File: src/rtl/redmule_ctx_ctrl.sv
// Job-context controller for the RedMulE accelerator: queues job submissions, sequences
// the active job through setup/compute, and raises per-core done/error events.
module redmule_ctx_ctrl #(
    parameter int unsigned N_CORES   = 8,
    parameter int unsigned N_CONTEXT = 2,
    parameter int unsigned CFG_WIDTH = 32,
    parameter int unsigned TIMEOUT_W = 16,
    localparam int unsigned ID_W     = (N_CORES > 1) ? $clog2(N_CORES) : 1,
    localparam int unsigned LVL_W    = $clog2(N_CONTEXT + 1)
) (
    input  logic                      clk_i,
    input  logic                      rst_i,
    input  logic                      start_i,
    input  logic [ID_W-1:0]           core_id_i,
    input  logic [CFG_WIDTH-1:0]      cfg_i,
    input  logic                      red_en_i,
    output logic                      accept_o,
    output logic [LVL_W-1:0]          level_o,
    output logic [CFG_WIDTH-1:0]      cfg_o,
    input  logic                      cfg_ready_i,
    input  logic                      w_loaded_i,
    input  logic                      z_done_i,
    input  logic                      r_done_i,
    input  logic                      abort_i,
    input  logic [TIMEOUT_W-1:0]      timeout_i,
    output logic                      busy_o,
    output logic                      idle_o,
    output logic                      clear_o,
    output logic                      flush_o,
    output logic                      first_load_o,
    output logic                      finished_o,
    output logic [N_CORES-1:0][1:0]   evt_o
);

    localparam int unsigned PTR_W = (N_CONTEXT > 1) ? $clog2(N_CONTEXT) : 1;

    typedef enum logic [2:0] {
        StRst,
        StIdle,
        StSetup,
        StStarting,
        StComputing,
        StFinished,
        StError
    } state_e;

    state_e                 state_q, state_d;
    logic [TIMEOUT_W-1:0]   cnt_q, cnt_d;
    logic [LVL_W-1:0]       level_q;
    logic [PTR_W-1:0]       rd_ptr_q, wr_ptr_q;
    logic [ID_W-1:0]        fifo_id_q  [N_CONTEXT];
    logic [CFG_WIDTH-1:0]   fifo_cfg_q [N_CONTEXT];
    logic                   fifo_red_q [N_CONTEXT];
    logic [ID_W-1:0]        act_id_q;
    logic [CFG_WIDTH-1:0]   act_cfg_q;
    logic                   act_red_q;

    logic push, pop, abort_flush, timeout_hit, job_done;

    function automatic logic [PTR_W-1:0] ptr_inc(input logic [PTR_W-1:0] p);
        return (p == PTR_W'(N_CONTEXT - 1)) ? '0 : p + 1'b1;
    endfunction

    assign accept_o    = (level_q < LVL_W'(N_CONTEXT));
    assign push        = start_i && accept_o && !abort_flush;
    assign timeout_hit = (timeout_i != '0) && (cnt_q == timeout_i);
    assign job_done    = z_done_i && (!act_red_q || r_done_i);

    // Priority in the active states: abort, then completion, then watchdog, then hold.
    always_comb begin
        state_d     = state_q;
        cnt_d       = cnt_q;
        pop         = 1'b0;
        abort_flush = 1'b0;
        unique case (state_q)
            StRst: state_d = StIdle;
            StIdle: begin
                if (level_q != '0) begin
                    pop     = 1'b1;
                    state_d = StSetup;
                end
            end
            StSetup: begin
                if (abort_i) begin
                    abort_flush = 1'b1;
                    state_d     = StError;
                end else if (cfg_ready_i) begin
                    cnt_d   = '0;
                    state_d = StStarting;
                end
            end
            StStarting, StComputing: begin
                cnt_d = (cnt_q == '1) ? cnt_q : cnt_q + 1'b1;
                if (abort_i) begin
                    abort_flush = 1'b1;
                    state_d     = StError;
                end else if (state_q == StStarting && w_loaded_i) begin
                    state_d = StComputing;
                end else if (state_q == StComputing && job_done) begin
                    state_d = StFinished;
                end else if (timeout_hit) begin
                    state_d = StError;
                end
            end
            StFinished, StError: begin
                if (level_q != '0) begin
                    pop     = 1'b1;
                    state_d = StSetup;
                end else begin
                    state_d = StIdle;
                end
            end
            default: state_d = StRst;
        endcase
    end

    always_ff @(posedge clk_i) begin
        if (rst_i) begin
            state_q   <= StRst;
            cnt_q     <= '0;
            level_q   <= '0;
            rd_ptr_q  <= '0;
            wr_ptr_q  <= '0;
            act_id_q  <= '0;
            act_cfg_q <= '0;
            act_red_q <= 1'b0;
        end else begin
            state_q <= state_d;
            cnt_q   <= cnt_d;
            if (abort_flush) begin
                level_q  <= '0;
                rd_ptr_q <= '0;
                wr_ptr_q <= '0;
            end else begin
                if (push) begin
                    fifo_id_q[wr_ptr_q]  <= core_id_i;
                    fifo_cfg_q[wr_ptr_q] <= cfg_i;
                    fifo_red_q[wr_ptr_q] <= red_en_i;
                    wr_ptr_q             <= ptr_inc(wr_ptr_q);
                end
                if (pop) begin
                    act_id_q  <= fifo_id_q[rd_ptr_q];
                    act_cfg_q <= fifo_cfg_q[rd_ptr_q];
                    act_red_q <= fifo_red_q[rd_ptr_q];
                    rd_ptr_q  <= ptr_inc(rd_ptr_q);
                end
                if (push && !pop) begin
                    level_q <= level_q + 1'b1;
                end else if (!push && pop) begin
                    level_q <= level_q - 1'b1;
                end
            end
        end
    end

    assign level_o      = level_q;
    assign cfg_o        = act_cfg_q;
    assign idle_o       = (state_q == StRst) || (state_q == StIdle);
    assign busy_o       = !idle_o || (level_q != '0);
    assign first_load_o = (state_q == StStarting);
    assign flush_o      = (state_q == StFinished) || (state_q == StError);
    assign finished_o   = flush_o;
    assign clear_o      = (state_q == StRst) || flush_o;

    // Ids at or above N_CORES match no index, so such jobs run silently.
    always_comb begin
        evt_o = '0;
        for (int i = 0; i < N_CORES; i++) begin
            if (act_id_q == ID_W'(i)) begin
                evt_o[i][0] = (state_q == StFinished);
                evt_o[i][1] = (state_q == StError);
            end
        end
    end

endmodule
File: config.mk
export PLATFORM = sky130hd
export DESIGN_NAME = redmule_ctx_ctrl
export DESIGN_NICKNAME = d
export VERILOG_FILES = /design/src/rtl/redmule_ctx_ctrl.sv
export SDC_FILE = /design/constraint.sdc
export NUM_CORES = 1
export LEC_CHECK = 0
export CORE_MARGIN = 2
export CORE_UTILIZATION = 46
export CTS_CLUSTER_DIAMETER = 100
export DETAILED_ROUTE_END_ITERATION = 7
export PLACE_DENSITY_LB_ADDON = 0.25
export SLEW_MARGIN = 0
export SYNTH_ARGS = -nofsm -noshare
export SYNTH_HDL_FRONTEND = slang
export SYNTH_SLANG_ARGS = --single-unit
export TNS_END_PERCENT = 30
File: constraint.sdc
create_clock -name clk_i -period 4.5 [get_ports clk_i]
set_input_delay 0.9 -clock clk_i [delete_from_list [all_inputs] [get_ports clk_i]]
set_output_delay 0.9 -clock clk_i [all_outputs]
set_load 0.05 [all_outputs]
==> results.txt <==
For this run, the leading register cell type out of synthesis is sky130_fd_sc_hd__edfxtp_1. Along the worst hold path, the cell count comes to 2. The maximum buffer depth of the clock tree was 2; the maximum clock skew at final layout was 0.01531 ns.

Power spread over the standard cell area amounts to 579.6 mW/mm2. The part of the cycle the worst path needs works out to 76.11%. The signal on the critical path passes through and2b_1 > o21a_1 > or2_2 > clkdlybuf4s50_1. The largest stage delay on the critical path was 0.70 ns.

The fraction of layout instances using a drive strength above 1 came out at 10.34%. The root cell of the clock tree is sky130_fd_sc_hd__clkbuf_16. Class of the most critical hold timing path: flip-flop to flip-flop. IR analysis of the VDD net gives a maximum drop of 322.6 uV. The core region is 0.01191 mm2.

Fill cells in the final layout number 938. Cell with the largest stage delay on the worst path: sky130_fd_sc_hd__clkdlybuf4s50_1. The routed layout has 3954 vias. The netlist area before placement is 0.005558 mm2, and the global-route wire length before repair is 19020 um.

Max-cap violations in this run came to 0. The number of antenna diodes in the final layout is 0. The flow ran to the end, and the final reports show no timing, DRC or antenna violations. The logs give 0 for the initial antenna violation count and 0 for the total setup violations reported at the end of the flow.

After detailed routing, the number of vias per cell comes to 5.365. 117 I/O pins were placed. The height of the chip is 113.9 um. In the final layout, the multi-input gates occupy 0.002064 mm2.

Summed over all layers, the routed wires come to 11860 um. The combinational share of power is 31.5%. Cell depth of the worst setup path: 4.

For the number of gates given a new drive strength after cts, the log shows 0. The sequential area share after synthesis is 60.15%. The number of design-rule violations left by the first detailed-router iteration was 289. At the pin with the least slew margin, the transition time is 1.179 ns. The initial utilization of the core area, before any placement, comes to 46.66%. For this run, asynchronously set or reset flops after synthesis account for 0%.

The Yosys warning count came out at 0. The gate count of the mapped netlist was 466. The maximum number of pins on one net before global-route repair was 48; the number of global-route vias before repair was 3940. During placement, the flow inserted port buffers numbering 116. The number of search-and-repair iterations in the first detailed-routing pass is 4, and the max-slew headroom at the worst pin is 21.38%. The clock sink count was 131. The run gives 18.74% as the overall routing resource usage.

The number of enable flip-flop cells after synthesis is 72. The die footprint is 0.01298 mm2, and the clock-pin transition on the worst setup and hold timing paths is 0.06 ns. The largest fanout on the critical path was 12. The synthesized design spends more area on one cell type than any other, namely sky130_fd_sc_hd__edfxtp_1. For this run, the top clock speed supported by timing is 292.0 MHz.

The run gives 17 as the number of buffers created by CTS. Once detail routing completed, the nets flagged for antenna violations numbered 0. TritonCTS built the clock tree. Routability-driven placement finished with a final weighted congestion of 0.8778. The sum of overflow across all layers after global routing was 0. Worst path arrival time: 2.52 ns. Summed over its instances, the top area cell type makes up 38.90% of the synthesized netlist area.

Setup repair after global routing left no endpoint under its margin. Cell internal power was estimated by the tool at 2738 uW. The number of nets in the layout was 640. The worst setup path is launched from a flip-flop. The critical path in this run is classified as flip-flop to primary output.

The max-slew violation total from the final report came out at 0. The logs give 3.60 ns for the worst endpoint required time and 29.9% for the fraction of power consumed by the clock network. Final hold violation count: 0. The run gives 0.003344 mm2 as the register area. The worst setup path is captured at a primary output. The number of rows created at floorplan came out at 40. The number of hold buffers added after CTS was 0. Counting flops and latches in the post-synthesis netlist gives 131.

For this run, design rule violations remaining after detail routing come to 0. After clock tree synthesis, the setup repair step added 0 buffers. The time the worst path needs with I/O delays and setup is 3.425 ns, and the distinct cell type count of the synthesized netlist is 58.

The half-perimeter wire length after placement is 7969 um. The H-tree was split into 4 levels. Net switching is 35.86% of the power.

The net count of the mapped netlist was 528; the leakage power figure was 0.002450 uW. The logs give 38.6% for the sequential power share and 0.4996 ns for the tightest hold margin. From synthesis to final layout, the design area changed by 32.51%. By area the synthesized netlist is led by sky130_fd_sc_hd__edfxtp_1, sky130_fd_sc_hd__dfxtp_1, sky130_fd_sc_hd__mux2i_1. Setup total negative slack on the finished layout was measured at 0 ns. The combined buffer and inverter count along the critical path was 1; the insertion delay to the later sink of the worst-skew pair was 0.41 ns. After synthesis, the mean cell area works out to 11.93 um2. Depth of the most critical reg-to-reg path: 6.

The wire length per cell works out to 16.09 um. The net switching power came out at 1531 uW. Among cell families on the critical path, the largest total delay comes from buffers and inverters. From left edge to right edge, the die measures 113.9 um.
[registers in the layout, indices dropped and copies added, names as in the netlist]
register	flops
fifo_id_q	6
cnt_q	16
fifo_cfg_q	64
act_id_q	3
level_o	2
cfg_o	32
rd_ptr_q	1
act_red_q	1
wr_ptr_q	1
state_q	3
fifo_red_q	2
[area by class of cell]
class,instances,share of cell area (%)
Tap cell,147,2.497
Multi-Input combinational cell,299,28.03
Clock buffer,18,5.827
Timing Repair Buffer,120,16.11
Sequential cell,131,45.41
Inverter,9,0.4587
Clock inverter,13,1.665
[stage by stage]
stage	cells	util [%]	setup slack, ns	total power [uW]	cell area, um2
final	737	61.83	1.075	4269	7365
after floorplan	466	-	0.1620	2600	5563
after CTS	737	61.83	1.070	4299	7365
after global placement	706	57.20	1.548	2986	6813
after detailed placement	706	57.20	1.494	3014	6813
after global routing	737	61.83	0.9267	4472	7365
[Yosys cell counts, drive strengths merged, types with 4 or more instances]
master and number:
nor2 76, edfxtp 72, dfxtp 59, a211oi 40, mux2i 37, nand2 22, xnor2 16, buf 15
a21oi 13, clkbuf 12, nor4 11, xor2 11, inv 9, nand2b 7, nand3 7, nor3 7
a31o 6, nand4 6, and3 4
[metal layers]
layer	wire, um	up-vias	GRT usage, %
met5	0	-	0
met2	5919	115	32.14
met1	5179	1897	23.06
met4	84	0	5.285
li1	-	1934	-
met3	673	8	5.526
[worst paths after layout]
check | startpoint | endpoint | slack (ns)
max | state_q[0] | clear_o | 1.08
min | cfg_o[0] | cfg_o[0] | 0.50
max reg2reg | state_q[1] | cfg_o[19] | 2.00
min reg2reg | cfg_o[0] | cfg_o[0] | 0.50
[layout by cell type, fill, tap and decap left out, drive strengths merged, types with 11 or more instances in the layout]
master         netlist  routed
a21oi               13      13
mux2i               37      37
nand2               22      22
dfxtp               59      59
clkdlybuf4s50        0     115
inv                  9      15
edfxtp              72      72
nor4                11      11
xor2                11      11
xnor2               16      16
clkbuf              12      18
a211oi              40      40
nor2                76      76
[logic make-up after synthesis]
| group | share of synthesized area, % |
|---|---|
| multiplexers | 6.934 |
| XOR/XNOR | 4.255 |
| buffers and inverters | 3.129 |
| flip-flops | 60.15 |
| adder cells (fa/ha/maj) | 0.6303 |
| AND/OR/NAND/NOR | 14.50 |
| AO/OA/AOI/OAI | 10.40 |
[worst reg2reg max path, delay by kind of cell (launching register included)]
kind / cells / cell delay [ns]
AND/OR/NAND/NOR: 3 / 0.91
flip-flops: 1 / 0.59
buffers and inverters: 1 / 0.53
AO/OA/AOI/OAI: 2 / 0.38
[power by group through the flow]
| stage | sequential [uW] | combinational, uW | clock (uW) |
|---|---|---|---|
| CTS | 1650 | 1350 | 1300 |
| detailed placement | 1670 | 1340 | 0 |
| global placement | 1660 | 1320 | 0 |
| finish | 1650 | 1340 | 1280 |
| floorplan | 1870 | 728 | 0 |
| global route | 1680 | 1440 | 1350 |
(Power assumes the default switching activity.)
